[config.mk]
export PLATFORM = sky130hd
export DESIGN_NAME = traffic_light_ctrl
export DESIGN_NICKNAME = d
export VERILOG_FILES = /design/src/rtl/traffic_light_ctrl.sv
export SDC_FILE = /design/constraint.sdc
export NUM_CORES = 1
export LEC_CHECK = 0
export CAP_MARGIN = 20
export CORE_MARGIN = 1
export CORE_UTILIZATION = 49
export DETAILED_ROUTE_END_ITERATION = 7
export GPL_ROUTABILITY_DRIVEN = 0
export PLACE_DENSITY = 0.81
export SYNTH_ARGS = -nofsm -noshare
export SYNTH_HDL_FRONTEND = slang
export SYNTH_SLANG_ARGS = --single-unit
[constraint.sdc]
create_clock -name clk -period 2.05 [get_ports clk]
set_input_delay 0.3075 -clock clk [delete_from_list [all_inputs] [get_ports clk]]
set_output_delay 0.3075 -clock clk [all_outputs]
set_load 0.01 [all_outputs]
[src/rtl/traffic_light_ctrl.sv]
// traffic_light_ctrl: round-robin multi-way intersection controller with
// demand-driven way skipping, exact green/yellow/all-red phase durations and
// a night flash mode. All outputs decode from registered state only.
module traffic_light_ctrl #(
    parameter int NUM_WAYS       = 4,
    parameter int GREEN_CYCLES   = 8,
    parameter int YELLOW_CYCLES  = 3,
    parameter int ALL_RED_CYCLES = 2,
    parameter int FLASH_HALF     = 4
) (
    input  logic                                                  clk,
    input  logic                                                  reset,
    input  logic [NUM_WAYS-1:0]                                   demand,
    input  logic                                                  flash,
    output logic [3*NUM_WAYS-1:0]                                 lights,
    output logic [((NUM_WAYS > 1) ? $clog2(NUM_WAYS) : 1)-1:0]    active_way,
    output logic                                                  green_start
);

    localparam int PW = (NUM_WAYS > 1) ? $clog2(NUM_WAYS) : 1;

    // The phase counter must reach the longest phase, and FLASH counts
    // through a whole blink period (two halves).
    localparam int MAX_AB  = (GREEN_CYCLES > YELLOW_CYCLES) ? GREEN_CYCLES : YELLOW_CYCLES;
    localparam int MAX_CD  = (ALL_RED_CYCLES > 2 * FLASH_HALF) ? ALL_RED_CYCLES : 2 * FLASH_HALF;
    localparam int CNT_MAX = (MAX_AB > MAX_CD) ? MAX_AB : MAX_CD;
    localparam int CW      = (CNT_MAX > 1) ? $clog2(CNT_MAX) : 1;

    localparam logic [CW-1:0] GREEN_LAST   = CW'(GREEN_CYCLES - 1);
    localparam logic [CW-1:0] YELLOW_LAST  = CW'(YELLOW_CYCLES - 1);
    localparam logic [CW-1:0] ALL_RED_LAST = CW'(ALL_RED_CYCLES - 1);
    localparam logic [CW-1:0] FLASH_ON_END = CW'(FLASH_HALF);
    localparam logic [CW-1:0] FLASH_LAST   = CW'(2 * FLASH_HALF - 1);
    localparam logic [PW-1:0] PTR_RESET    = PW'(NUM_WAYS - 1);

    localparam logic [2:0] LAMP_RED    = 3'b100;
    localparam logic [2:0] LAMP_YELLOW = 3'b010;
    localparam logic [2:0] LAMP_GREEN  = 3'b001;
    localparam logic [2:0] LAMP_OFF    = 3'b000;

    typedef enum logic [1:0] {
        S_ALL_RED = 2'd0,
        S_GREEN   = 2'd1,
        S_YELLOW  = 2'd2,
        S_FLASH   = 2'd3
    } state_t;

    state_t        state, state_nxt;
    logic [CW-1:0] cnt, cnt_nxt;
    logic [PW-1:0] ptr, ptr_nxt;
    logic [PW-1:0] next_way;

    // State register: phase, phase counter and served-way pointer.
    always_ff @(posedge clk) begin
        // NOTE: non-blocking assignments keep every register updating from
        // the same pre-edge values, so no ordering races between flops.
        if (!reset) begin
            state <= S_ALL_RED;
            cnt   <= '0;
            ptr   <= PTR_RESET;
        end else begin
            state <= state_nxt;
            cnt   <= cnt_nxt;
            ptr   <= ptr_nxt;
        end
    end

    // Circular search for the first waiting way after the pointer; falls back
    // to plain rotation when nobody is waiting.
    always_comb begin
        // NOTE: every variable gets a default before any conditional write so
        // no path leaves it unassigned and no latch is inferred.
        next_way = PW'((int'(ptr) + 1) % NUM_WAYS);
        for (int k = NUM_WAYS; k >= 1; k--) begin
            if (demand[(int'(ptr) + k) % NUM_WAYS]) begin
                next_way = PW'((int'(ptr) + k) % NUM_WAYS);
            end
        end
    end

    // Next-state logic: flash overrides normal sequencing, FLASH exits to ALL_RED.
    always_comb begin
        state_nxt = state;
        cnt_nxt   = cnt + CW'(1);
        ptr_nxt   = ptr;
        if (state == S_FLASH) begin
            if (!flash) begin
                state_nxt = S_ALL_RED;
                cnt_nxt   = '0;
            end else if (cnt == FLASH_LAST) begin
                cnt_nxt = '0;
            end
        end else if (flash) begin
            state_nxt = S_FLASH;
            cnt_nxt   = '0;
        end else begin
            case (state)
                S_ALL_RED: begin
                    if (cnt == ALL_RED_LAST) begin
                        state_nxt = S_GREEN;
                        cnt_nxt   = '0;
                        ptr_nxt   = next_way;
                    end
                end
                S_GREEN: begin
                    if (cnt == GREEN_LAST) begin
                        state_nxt = S_YELLOW;
                        cnt_nxt   = '0;
                    end
                end
                S_YELLOW: begin
                    if (cnt == YELLOW_LAST) begin
                        state_nxt = S_ALL_RED;
                        cnt_nxt   = '0;
                    end
                end
                default: begin
                    state_nxt = S_ALL_RED;
                    cnt_nxt   = '0;
                end
            endcase
        end
    end

    // Output decode from registered state only.
    always_comb begin
        for (int i = 0; i < NUM_WAYS; i++) begin
            lights[3*i +: 3] = LAMP_RED;
        end
        case (state)
            S_GREEN:  lights[3*int'(ptr) +: 3] = LAMP_GREEN;
            S_YELLOW: lights[3*int'(ptr) +: 3] = LAMP_YELLOW;
            S_FLASH: begin
                for (int i = 0; i < NUM_WAYS; i++) begin
                    lights[3*i +: 3] = (cnt < FLASH_ON_END) ? LAMP_YELLOW : LAMP_OFF;
                end
            end
            default: ;
        endcase
        active_way  = ptr;
        green_start = (state == S_GREEN) && (cnt == '0);
    end

endmodule

# After elaboration in Yosys (flattened, before gate mapping)
# Cells that the tools add are included.
[op_classes] n_mux=32 addsub=6 n_reduce_logical=9 magnitude_cmp=5 shift=3 eq_ne=10 n_mul=1 bitwise_logic=11
[ops] cell="$shiftx A3 B33 Y12 const A" count=2
[ops] cell="$pmux W12 S3" count=1
[ops] cell="$neg A4 Y33" count=1
[ops] cell="$shift A3 B33 Y12 const A" count=1
[ops] cell="$mux W2" count=11
[ops] cell="$mux W3" count=6
[ops] cell="$and A8 B8 Y8" count=2
[ops] cell="$lt A3 B4 Y1 const B" count=4
[ops] cell="$ne A4 B4 Y1 const B" count=3
[ops] cell="$pmux W3 S3" count=1
[ops] cell="$bmux W1 S2" count=4
[ops] cell="$mux W1" count=8
[ops] cell="$or A4 B4 Y4" count=2
[ops] cell="$reduce_and A4 Y1" count=2
[ops] cell="$reduce_or A2 Y1" count=4
[ops] cell="$pmux W2 S3" count=1
[ops] cell="$add A2 B1 Y2 const B" count=2
[ops] cell="$add A2 B2 Y2 const B" count=2
[ops] cell="$and A1 B1 Y1 const A" count=4
[ops] cell="$eq A2 B2 Y1 const B" count=2
[ops] cell="$mul A2 B2 Y4 const A" count=1
[ops] cell="$not A4 Y4" count=1
[ops] cell="$add A3 B1 Y3 const B" count=1
[ops] cell="$eq A3 B1 Y1 const B" count=1
[ops] cell="other kinds (9)" count=10
[totals] ff_bits=7 wordCells=80

# Logic depth before layout (Yosys ltp)
[logic_depth] ltp_word=10 ltp_mapped=7

# Worst setup path before layout
# Ideal clock, no wire load.
[synth_timing] path_type="register -> output" from="register ptr[1] (netlist: active_way[1])" to="output port lights[5]" required_ps=1742 path_slack_ps=426 path_stages_with_launch=6 path_buffers=1 t_arrival_ps=1317 path_cell_list="dfxtp_1 -> buf_6 -> inv_1 -> ha_1 -> o21ai_0 -> a21boi_0"
[synth_via] elab_chain_cells=6 elab_cells_between_ends=9
[synth_rtl] item="from (decl)" line_no="50" text="logic [PW-1:0] ptr, ptr_nxt;"
[synth_rtl] item="from (signal assigned)" line_no="64" text="ptr <= ptr_nxt;"
[synth_rtl] item="$mul A2 B2 Y4 (*)" line_no="131, 132"
[synth_rtl] item="$neg A4 Y33 (*)" line_no="131, 132"
[synth_rtl] item="$shift A3 B33 Y12" line_no="131, 132"
[synth_rtl] item="$not A4 Y4 (no line)"
[synth_rtl] item="$or A4 B4 Y4 (no line)"
[synth_rtl] item="$pmux W12 S3 (*)" line_no="130" text="case (state)"
[synth_rtl] item="to (decl)" line_no="15" text="output logic [3*NUM_WAYS-1:0] lights,"
# Mark *: on every way between the ends. The rest lies on a longest branch, timed or not.

# Worst setup path in the final report
[layout_timing] from="register ptr[0] (netlist: active_way[0])" to="output port lights[11]"
# The elaborated chain is that of the path after synthesis.

==> out/metrics.cfg <==
[outcome]
status = completed

[logic_synthesis]
synth-seq-area-share_pct = 17.3
yosys-top-cells-count = ha_1, a21oi_1, dfxtp_1
yosysMostFrequentCell = ha_1
netlist.area_leader.share_pct = 17.3
synth_area_um2 = 810
syn_area_per_cell_um2 = 7.78
yosys_register_bits = 7
synth_top_family_by_area = compound AO/OA/AOI/OAI gates
synth.distinct_cells = 40
synth_area_leaders = dfxtp_1, ha_1, a21oi_1, and2_1, mux2i_1
yosys.area_share.simple_pct = 26.4
synth_fp_nets = 120
synth_edf_count = 0
yosysWarnings = 0
synthMuxAreaShare_pct = 5.10
synth_top_area_cell = dfxtp_1
ys_async_sr_fraction_pct = 0
synthAdderAreaFrac_pct = 13.9
synthXorXnorAreaFrac_pct = 1.08
synth_compound_area_share_pct = 27.5
ys.flop_type = dfxtp_1
syn_inst = 104

[global_route]
grt_max_degree = 11
gr-total-overflow = 0
grt_pass1_vias = 755
antenna_found_initial = 0
grt_pass1_wl_mm = 3.06
grtUsageTotal_pct = 22.0

[clock_network]
hold_buffers = 0
numCtsBuffers = 3
cts.sinks = 7
cts.clk_slew.worst_paths_ps = 50
clock_latency_ps = 250
clock_path_buffers = 2
cts_tree = done
cts.htree.levels = 1
root_buffer = clkbuf_4

[timing]
tightest_slew_ps = 328
setup_viol = 0
fmax_mhz = 509
post-route-min-period_ps = 1960
fin_setup_tns_ps = 0
rsz0062_at_grt = false
relSlewSlack_pct = 77.9
holdWs_ps = 605
fin_worst_skew_ps = 1.44
hold_violations = 0
finalMaxSlewViolations = 0
fin_crit_sh_pct = 95.8

[worst_setup_path]
slowest_stage = clkdlybuf4s50_1
path_cells = ha_1, a21o_1, o21ai_0, clkdlybuf4s50_1
arrival_ps = 1660
timing.rr.start = active_way[1]$_SDFFE_PN1P_
worstSetupEndpointType = primary output
endpoint = lights[11]
cp.required_ps = 1740
crit_path_max_fanout = 5
r2r_cells = 6
crit_path_start = active_way[0]$_SDFFE_PN1P_
rrSetupSlack_ps = 620
critPathLaunchType = flop
worstSetupPathType = flop to primary output
r2r_end = active_way[1]$_SDFFE_PN1P_
cpPeakStageDelay_ps = 560

[detailed_routing]
vias = 819
routedWlPerCell_um = 12.5
drtIter0Drc = 13
via_per_inst = 5.69
drtAntennaViolNets = 0
wl_mm = 1.81
drc = 0
dr.pass1.iters = 4

[die]
start_util_pct = 53.1
core-area_um2 = 1520
ios = 22
die_area_um2 = 1820
rows = 14
die_w_um = 42.6
fp.dieH_um = 42.6

[final_layout]
drive_above_1_share_pct = 15.6
n_antenna_cell = 0
fillers = 135
areaGrowthSynthToFinish_pct = 31.7
fin_util_pct = 70.0
nets = 145
stdcell_count = 144

[placement]
dp.cells = 140
post-dp-hpwl_mm = 1.43
portBuffers = 21

[run]
max_cap_viol_count = 0

[power_and_ir_drop]
peakVddDrop_mv = 0.395
p_leak_nw = 0.481
powerDensity_nw_per_um2 = 421

[hold_path]
hold_path.class = flop to flop

metrics by stage:
| step | power, mW | area (um^2) | setup slack (ps) |
|---|---|---|---|
| global placement | 0.321 | 1030 | 170 |
| detailed placement | 0.327 | 1030 | 32.9 |
| global route | 0.480 | 1070 | 30.4 |
| finish | 0.449 | 1070 | 86.9 |
| floorplan | 0.256 | 810 | 426 |
| CTS | 0.454 | 1060 | 4.67 |
kinds of logic (layout without fill, tap and decap cells):
logic type,Yosys count,in the layout
flops,7,7
mux,4,4
simple gates,37,37
fa+ha+maj,9,9
compound gates,33,33
buf+inv,13,37
xor+xnor,1,1
what timing repair did:
item / in CTS / in global routing
resized for setup: 10 / 3
endpoints found under the setup margin: 6 / 6
setup buffers: 0 / 0
how the worst min path moves through the flow:
| stage | from | endpoint | slack [ps] | cells after the start |
|---|---|---|---|---|
| CTS | cnt[0]$_SDFF_PN0_ | cnt[0]$_SDFF_PN0_ | 610 | 2 |
| global placement | cnt[0]$_SDFF_PN0_ | cnt[0]$_SDFF_PN0_ | 580 | 2 |
| floorplan | reset | active_way[0]$_SDFFE_PN1P_ | 380 | 1 |
| detailed placement | cnt[0]$_SDFF_PN0_ | cnt[0]$_SDFF_PN0_ | 590 | 2 |
| finish | cnt[0]$_SDFF_PN0_ | cnt[0]$_SDFF_PN0_ | 610 | 2 |
| global route | cnt[0]$_SDFF_PN0_ | cnt[0]$_SDFF_PN0_ | 630 | 2 |
cells in the final DEF, fill, tap and decap left out, types with 2 or more instances in the layout:
cell / count
nor2b_1: 3
nor2_1: 5
a211oi_1: 2
nor3b_1: 2
and3_1: 2
a21oi_1: 7
a21o_1: 3
mux2i_1: 3
clkdlybuf4s50_1: 15
buf_4: 5
ha_2: 2
inv_1: 6
dfxtp_1: 5
and2_1: 5
dlygate4sd2_1: 5
nand3_1: 3
o21ai_1: 3
clkbuf_4: 3
dfxtp_2: 2
nor3_1: 3
ha_1: 7
nand2b_1: 3
a21boi_0: 3
o21ai_0: 5
nand2_1: 5
registers in the layout (all words and copies together), names as in the netlist:
register,cells
cnt,3
active_way,2
state,2
final cells by class:
| class | instances | area, um^2 | share of cell area (%) |
|---|---|---|---|
| Clock buffer | 4 | 26.3 | 2.46 |
| Sequential cell | 7 | 143 | 13.4 |
| Timing Repair Buffer | 26 | 244 | 22.9 |
| Tap cell | 16 | 20.0 | 1.88 |
| Inverter | 7 | 26.3 | 2.46 |
| Multi-Input combinational cell | 84 | 607 | 56.9 |
where the power goes:
part	switching, mW	leakage, nW	internal [mW]
Sequential	0.00783	0.0565	0.144
Combinational	0.0823	0.410	0.0876
Clock	0.0527	0.0150	0.0744
critical path: cells and delay by family, from the launching register on:
| kind | cells | cell delay, ps |
|---|---|---|
| flops | 1 | 330 |
| buf+inv | 1 | 560 |
| compound gates | 2 | 260 |
| fa+ha+maj | 1 | 240 |
layer usage:
metal / vias to the layer above / global-route usage [%] / part of all wire (%)
li1: 418 / - / -
met1: 372 / 24.9 / 43
met2: 24 / 40.3 / 51
met3: 5 / 3.02 / 4.2
met4: 0 / 9.38 / 1.7
met5: - / 0 / 0
Note: power is estimated with default switching activity, not from simulation.
